<file path="config.mk">
export PLATFORM = sky130hd
export DESIGN_NAME = imem_loader
export DESIGN_NICKNAME = d
export VERILOG_FILES = /design/src/rtl/imem_loader.sv
export SDC_FILE = /design/constraint.sdc
export NUM_CORES = 1
export LEC_CHECK = 0
export ABC_CLOCK_PERIOD_IN_PS = 2050
export CORE_MARGIN = 4
export CORE_UTILIZATION = 36
export CTS_BUF_LIST = sky130_fd_sc_hd__clkbuf_8
export CTS_CLUSTER_SIZE = 40
export DETAILED_ROUTE_END_ITERATION = 10
export GPL_TIMING_DRIVEN = 0
export PLACE_DENSITY = 0.64
export SYNTH_ARGS = -nofsm -noshare
export SYNTH_HDL_FRONTEND = slang
export SYNTH_SLANG_ARGS = --single-unit
</file>
<file path="constraint.sdc">
create_clock -name clk -period 2.05 [get_ports clk]
set_clock_uncertainty 0.2 [all_clocks]
set_input_delay 0.3075 -clock clk [delete_from_list [all_inputs] [get_ports clk]]
set_output_delay 0.3075 -clock clk [all_outputs]
set_load 0.01 [all_outputs]
</file>
<file path="src/rtl/imem_loader.sv">
// Byte-stream instruction memory loader with a combinational fetch port.
// Optional feature: define IMEM_LOAD_CHECKSUM_EN to enable the load_sum byte checksum.
module imem_loader #(
    parameter int ADDR_BITS = 4
) (
    input  logic                 clk,
    input  logic                 rst_n,
    input  logic                 load_en,
    input  logic                 byte_valid,
    input  logic [7:0]           byte_data,
    output logic                 byte_ready,
    input  logic [ADDR_BITS-1:0] fetch_addr,
    output logic [31:0]          fetch_data,
    output logic                 load_busy,
    output logic                 load_done,
    output logic [ADDR_BITS:0]   word_count,
    output logic [7:0]           load_sum
);

    localparam int          DEPTH = 1 << ADDR_BITS;
    localparam logic [31:0] NOP   = 32'h0000_0013;

    typedef enum logic [1:0] {
        S_IDLE,
        S_LOAD,
        S_DONE
    } state_e;

    state_e               state_q, state_d;
    logic [1:0]           idx_q, idx_d;
    logic [ADDR_BITS-1:0] waddr_q, waddr_d;
    logic [ADDR_BITS:0]   wcnt_q, wcnt_d;
    logic [23:0]          asm_q, asm_d;
    logic [31:0]          mem_q [DEPTH];
    logic [31:0]          mem_d [DEPTH];
    logic                 accept;
    logic                 load_start;

    // Next-state logic: byte assembly, word write-back and load sequencing.
    always_comb begin
        state_d    = state_q;
        idx_d      = idx_q;
        waddr_d    = waddr_q;
        wcnt_d     = wcnt_q;
        asm_d      = asm_q;
        mem_d      = mem_q;
        accept     = 1'b0;
        load_start = 1'b0;
        unique case (state_q)
            S_IDLE: begin
                if (load_en) begin
                    load_start = 1'b1;
                    state_d    = S_LOAD;
                    idx_d      = '0;
                    waddr_d    = '0;
                    wcnt_d     = '0;
                end
            end
            S_LOAD: begin
                accept = byte_valid;
                if (accept) begin
                    if (idx_q == 2'd3) begin
                        mem_d[waddr_q] = {byte_data, asm_q};
                        waddr_d        = waddr_q + ADDR_BITS'(1);
                        wcnt_d         = wcnt_q + (ADDR_BITS + 1)'(1);
                        idx_d          = '0;
                        if (&waddr_q) begin
                            state_d = S_DONE;
                        end
                    end else begin
                        // Shift in from the top so byte 0 ends up in [7:0].
                        asm_d = {byte_data, asm_q[23:8]};
                        idx_d = idx_q + 2'd1;
                    end
                end
                // Dropping load_en abandons any partially assembled word.
                if (!load_en) begin
                    state_d = S_IDLE;
                    idx_d   = '0;
                end
            end
            S_DONE: begin
                if (!load_en) begin
                    state_d = S_IDLE;
                end
            end
            default: state_d = S_IDLE;
        endcase
    end

    // State and memory registers; reset refills the memory with NOPs.
    always_ff @(posedge clk) begin
        if (!rst_n) begin
            state_q <= S_IDLE;
            idx_q   <= '0;
            waddr_q <= '0;
            wcnt_q  <= '0;
            asm_q   <= '0;
            for (int i = 0; i < DEPTH; i++) begin
                mem_q[i] <= NOP;
            end
        end else begin
            state_q <= state_d;
            idx_q   <= idx_d;
            waddr_q <= waddr_d;
            wcnt_q  <= wcnt_d;
            asm_q   <= asm_d;
            mem_q   <= mem_d;
        end
    end

`ifdef IMEM_LOAD_CHECKSUM_EN
    logic [7:0] sum_q, sum_d;

    // Running mod-256 sum of accepted bytes, cleared on load entry.
    always_comb begin
        sum_d = sum_q;
        if (load_start) begin
            sum_d = '0;
        end else if (accept) begin
            sum_d = sum_q + byte_data;
        end
    end

    // Checksum register.
    always_ff @(posedge clk) begin
        if (!rst_n) begin
            sum_q <= '0;
        end else begin
            sum_q <= sum_d;
        end
    end

    assign load_sum = sum_q;
`else
    assign load_sum = 8'h00;
`endif

    assign byte_ready = (state_q == S_LOAD);
    assign load_busy  = (state_q == S_LOAD);
    assign load_done  = (state_q == S_DONE);
    assign word_count = wcnt_q;
    assign fetch_data = (state_q == S_LOAD) ? NOP : mem_q[fetch_addr];

endmodule
</file>
==> run_results.csv <==
group,metric,value,unit
route,drt-initial-drc-count,1608,
floorplanning,rows,95,
synth,netlist.area_leader.share,44.4,%
cts,clkSinkCount,549,
timing,slew-limit-headroom,34.5,%
synth,yosys_warnings,0,
critical_path,critPathArrivalTime,2.42,ns
route,wl_met1,35100,µm
grt,gr-total-overflow,0,
timing,min_period,2.93,ns
floorplanning,die-width,270,µm
timing,finalHoldViolCount,0,
route,route.met3.wl,6690,µm
critical_path,start_kind,"register",
placement,dp_slack,-1.71,ns
cells_and_area,final_cell_mix,"938 x nand2_1, 532 x dfxtp_1, 399 x a21boi_1, 122 x clkbuf_8, 111 x clkbuf_1",
critical_path,crit_buf_inv,5,
route,postRouteAntennaNets,0,
floorplanning,io_pins,64,
placement,dp_cells,3724,
floorplanning,dieHeight,270,µm
route,drc,0,
critical_path,path_class,"reg2out",
cells_and_area,n_fill_cell,6072,
placement,dp_hpwl,58600,µm
critical_path,worst_path_largest_cell_delay,0.34,ns
synth,synth_area_leader_cell,"dfxtp_1",
route,route.met2.wl,42300,µm
critical_path,worst_setup_path_end_kind,"primary output",
placement,placed_area,0.0264,mm²
cts,cts_max_path_buffers,3,
timing,tightestPinTransition,0.982,ns
route,viasPerCell,5.45,
route,vias,21700,
cts,ctsRootBufferMaster,"clkbuf_8",
outcome,violations,"setup timing",
cts,htreeDepth,3,
hold_path,hold_class,"in2reg",
pwr,power_leakage,12.0,nW
timing,fmax,0.341,GHz
critical_path,crit_family,"buffers and inverters",
route,top_layer,"met5",
grt,grt_pass1_wl,123000,µm
outcome,outcome,"complete, but fails checks",
synth,synth_area,0.0248,mm²
pwr,peakVddDrop,0.450,mV
placement,gp_congestion,0.883,
cts,cts_made_buffers,92,
placement,place.port_buffers,44,
timing,setup_viol,365,
timing,finalWorstSetupSlack,-0.881,ns
timing,fin_tns_setup,-38.43,ns
pwr,power_density,669,mW/mm²
grt,antenna_found_initial,3,
synth,avgSynthCellArea,8.85,µm²
synth,synth_area_leaders,"dfxtp_1 44%, nand2_1 16%, a21boi_1 13%",
timing,min_period_over_period,143,%
synth,synth-seq-cells,549,
floorplanning,initial_core_util,36.6,%
critical_path,crit_chain,"nand2b_4 > inv_8 > nor3_4 > buf_6 > buf_8 > buf_6 > a22o_1 > a221o_1 > buf_2",
cells_and_area,syn_to_final_growth,30.5,%
synth,ys_seq_area_share,44.4,%
grt,grt_usage,21.7,%
cells_and_area,fin_cells,3982,
cts,clk_latency,0.69,ns
cells_and_area,fin_area,0.0323,mm²
timing,slew_violations,0,
timing,hold_slack,0.137,ns
floorplanning,core_area,0.0676,mm²
cts,cts_tree,"done",
synth,synth.distinct_cells,49,
critical_path,cp_max_fo,7,
grt,grt_max_degree,13,
cells_and_area,drive_gt1_share,27.6,%
route,wl_per_cell,22.1,µm
critical_path,cp.required,1.54,ns
critical_path,cp_common_cell,"buf_6",
floorplanning,dieArea,0.0731,mm²
critical_path,slowest_stage,"dfxtp_2",
flow_run,max_cap_violations,0,
route,firstDrtPassIters,5,
route,routed_wl,87900,µm
cells_and_area,final_common_cell,"nand2_1",
synth,netlist_instances,2800,
cells_and_area,nets,3063,
timing,rsz0062_at_grt,"true",
grt,first_global_vias,19800,
cts,cts.clk_slew.worst_paths,0.06,ns
through the flow:
stage	total power, mW	util (%)
after floorplan	11.6	-
after global placement	12.0	39.0
after detailed placement	12.0	39.0
after CTS	21.6	43.3
after global routing	22.2	47.8
final	21.6	47.8
cell usage after synthesis (all sizes together):
cell / number
o21ai: 4
nand3: 77
mux2i: 15
nor4b: 1
o22ai: 3
nand4: 1
a21oi: 2
a21o: 1
a32oi: 3
a211oi: 4
mux4: 115
a22o: 27
nand2b: 5
mux2: 12
nand2: 1087
conb: 1
and4b: 1
a21boi: 492
nor3b: 2
clkbuf: 150
dfxtp: 549
inv: 5
and3b: 2
buf: 150
a22oi: 4
a221o: 27
or3: 1
nand3b: 1
and3: 17
ha: 6
and2: 1
nor2: 14
a31o: 3
nor2b: 6
a31oi: 3
xnor2: 5
nor3: 3
area by class of cell:
| cell class | instances | area (µm²) | area share [%] |
|---|---|---|---|
| Buffer | 294 | 2620 | 8.12 |
| Clock buffer | 118 | 1620 | 5.02 |
| Tap cell | 873 | 1090 | 3.38 |
| Inverter | 5 | 26.3 | 0.0813 |
| Sequential cell | 549 | 11000 | 34.1 |
| Timing Repair Buffer | 146 | 1990 | 6.16 |
| Antenna cell | 2 | 5.00 | 0.0155 |
| Clock inverter | 42 | 181 | 0.561 |
| Multi-Input combinational cell | 1953 | 13800 | 42.6 |
final timing paths:
check	from	to	slack (ns)	depth (start not counted)
min reg2reg	mem_q[47]	mem_q[47]	0.25	2
min	rst_n	mem_q[57]	0.14	3
max reg2reg	idx_q[0]	mem_q[378]	-0.16	10
max	state_q[1]	fetch_data[27]	-0.88	9
state kept, by name, summed over array words and instances, names as in the netlist:
| register | flops |
|---|---|
| waddr_q | 4 |
| idx_q | 2 |
| word_count | 5 |
| state_q | 2 |
| asm_q | 24 |
| mem_q | 512 |
worst reg2reg max path, cell delays in order (launching register included):
cell and delay (ns):
dfxtp_4 0.37, ha_4 0.15, and4b_2 0.28, buf_6 0.16, buf_8 0.14, and3_4 0.21, buf_12 0.16, buf_12 0.11
clkbuf_16 0.15, nand2_1 0.06, a21boi_1 0.13
per-layer routing:
layer	global-route usage, %	vias up
li1	-	9903
met1	28.2	10700
met2	36.2	870
met3	3.26	212
met4	8.83	2
met5	0	-
timing repair:
| action | CTS | global route |
|---|---|---|
| pin swaps | 42 | 178 |
| gates cloned | 3 | 49 |
| endpoints found under the setup margin | 560 | 523 |
| buffers inserted | 28 | 18 |
| hold endpoints to repair | 56 | 0 |
| resized for setup | 424 | 524 |
| hold buffers | 8 | 0 |
power breakdown:
part	internal [mW]	switching, mW
sequential	10.7	0.00348
combinational	0.477	0.727
clock	5.13	4.62
logic make-up (layout without fill, tap and decap cells):
logic type	after synthesis	count (layout)	synth area share [%]
AND/OR/NAND/NOR	1219	1219	19.4
XOR/XNOR	5	5	0.177
other	1	10	0.0151
adder cells (fa/ha/maj)	6	6	0.303
multiplexers	142	142	11.7
flip-flops	549	549	44.4
buffers and inverters	305	605	6.28
AO/OA/AOI/OAI	573	573	17.7
Power figures use the tool's default switching activity.
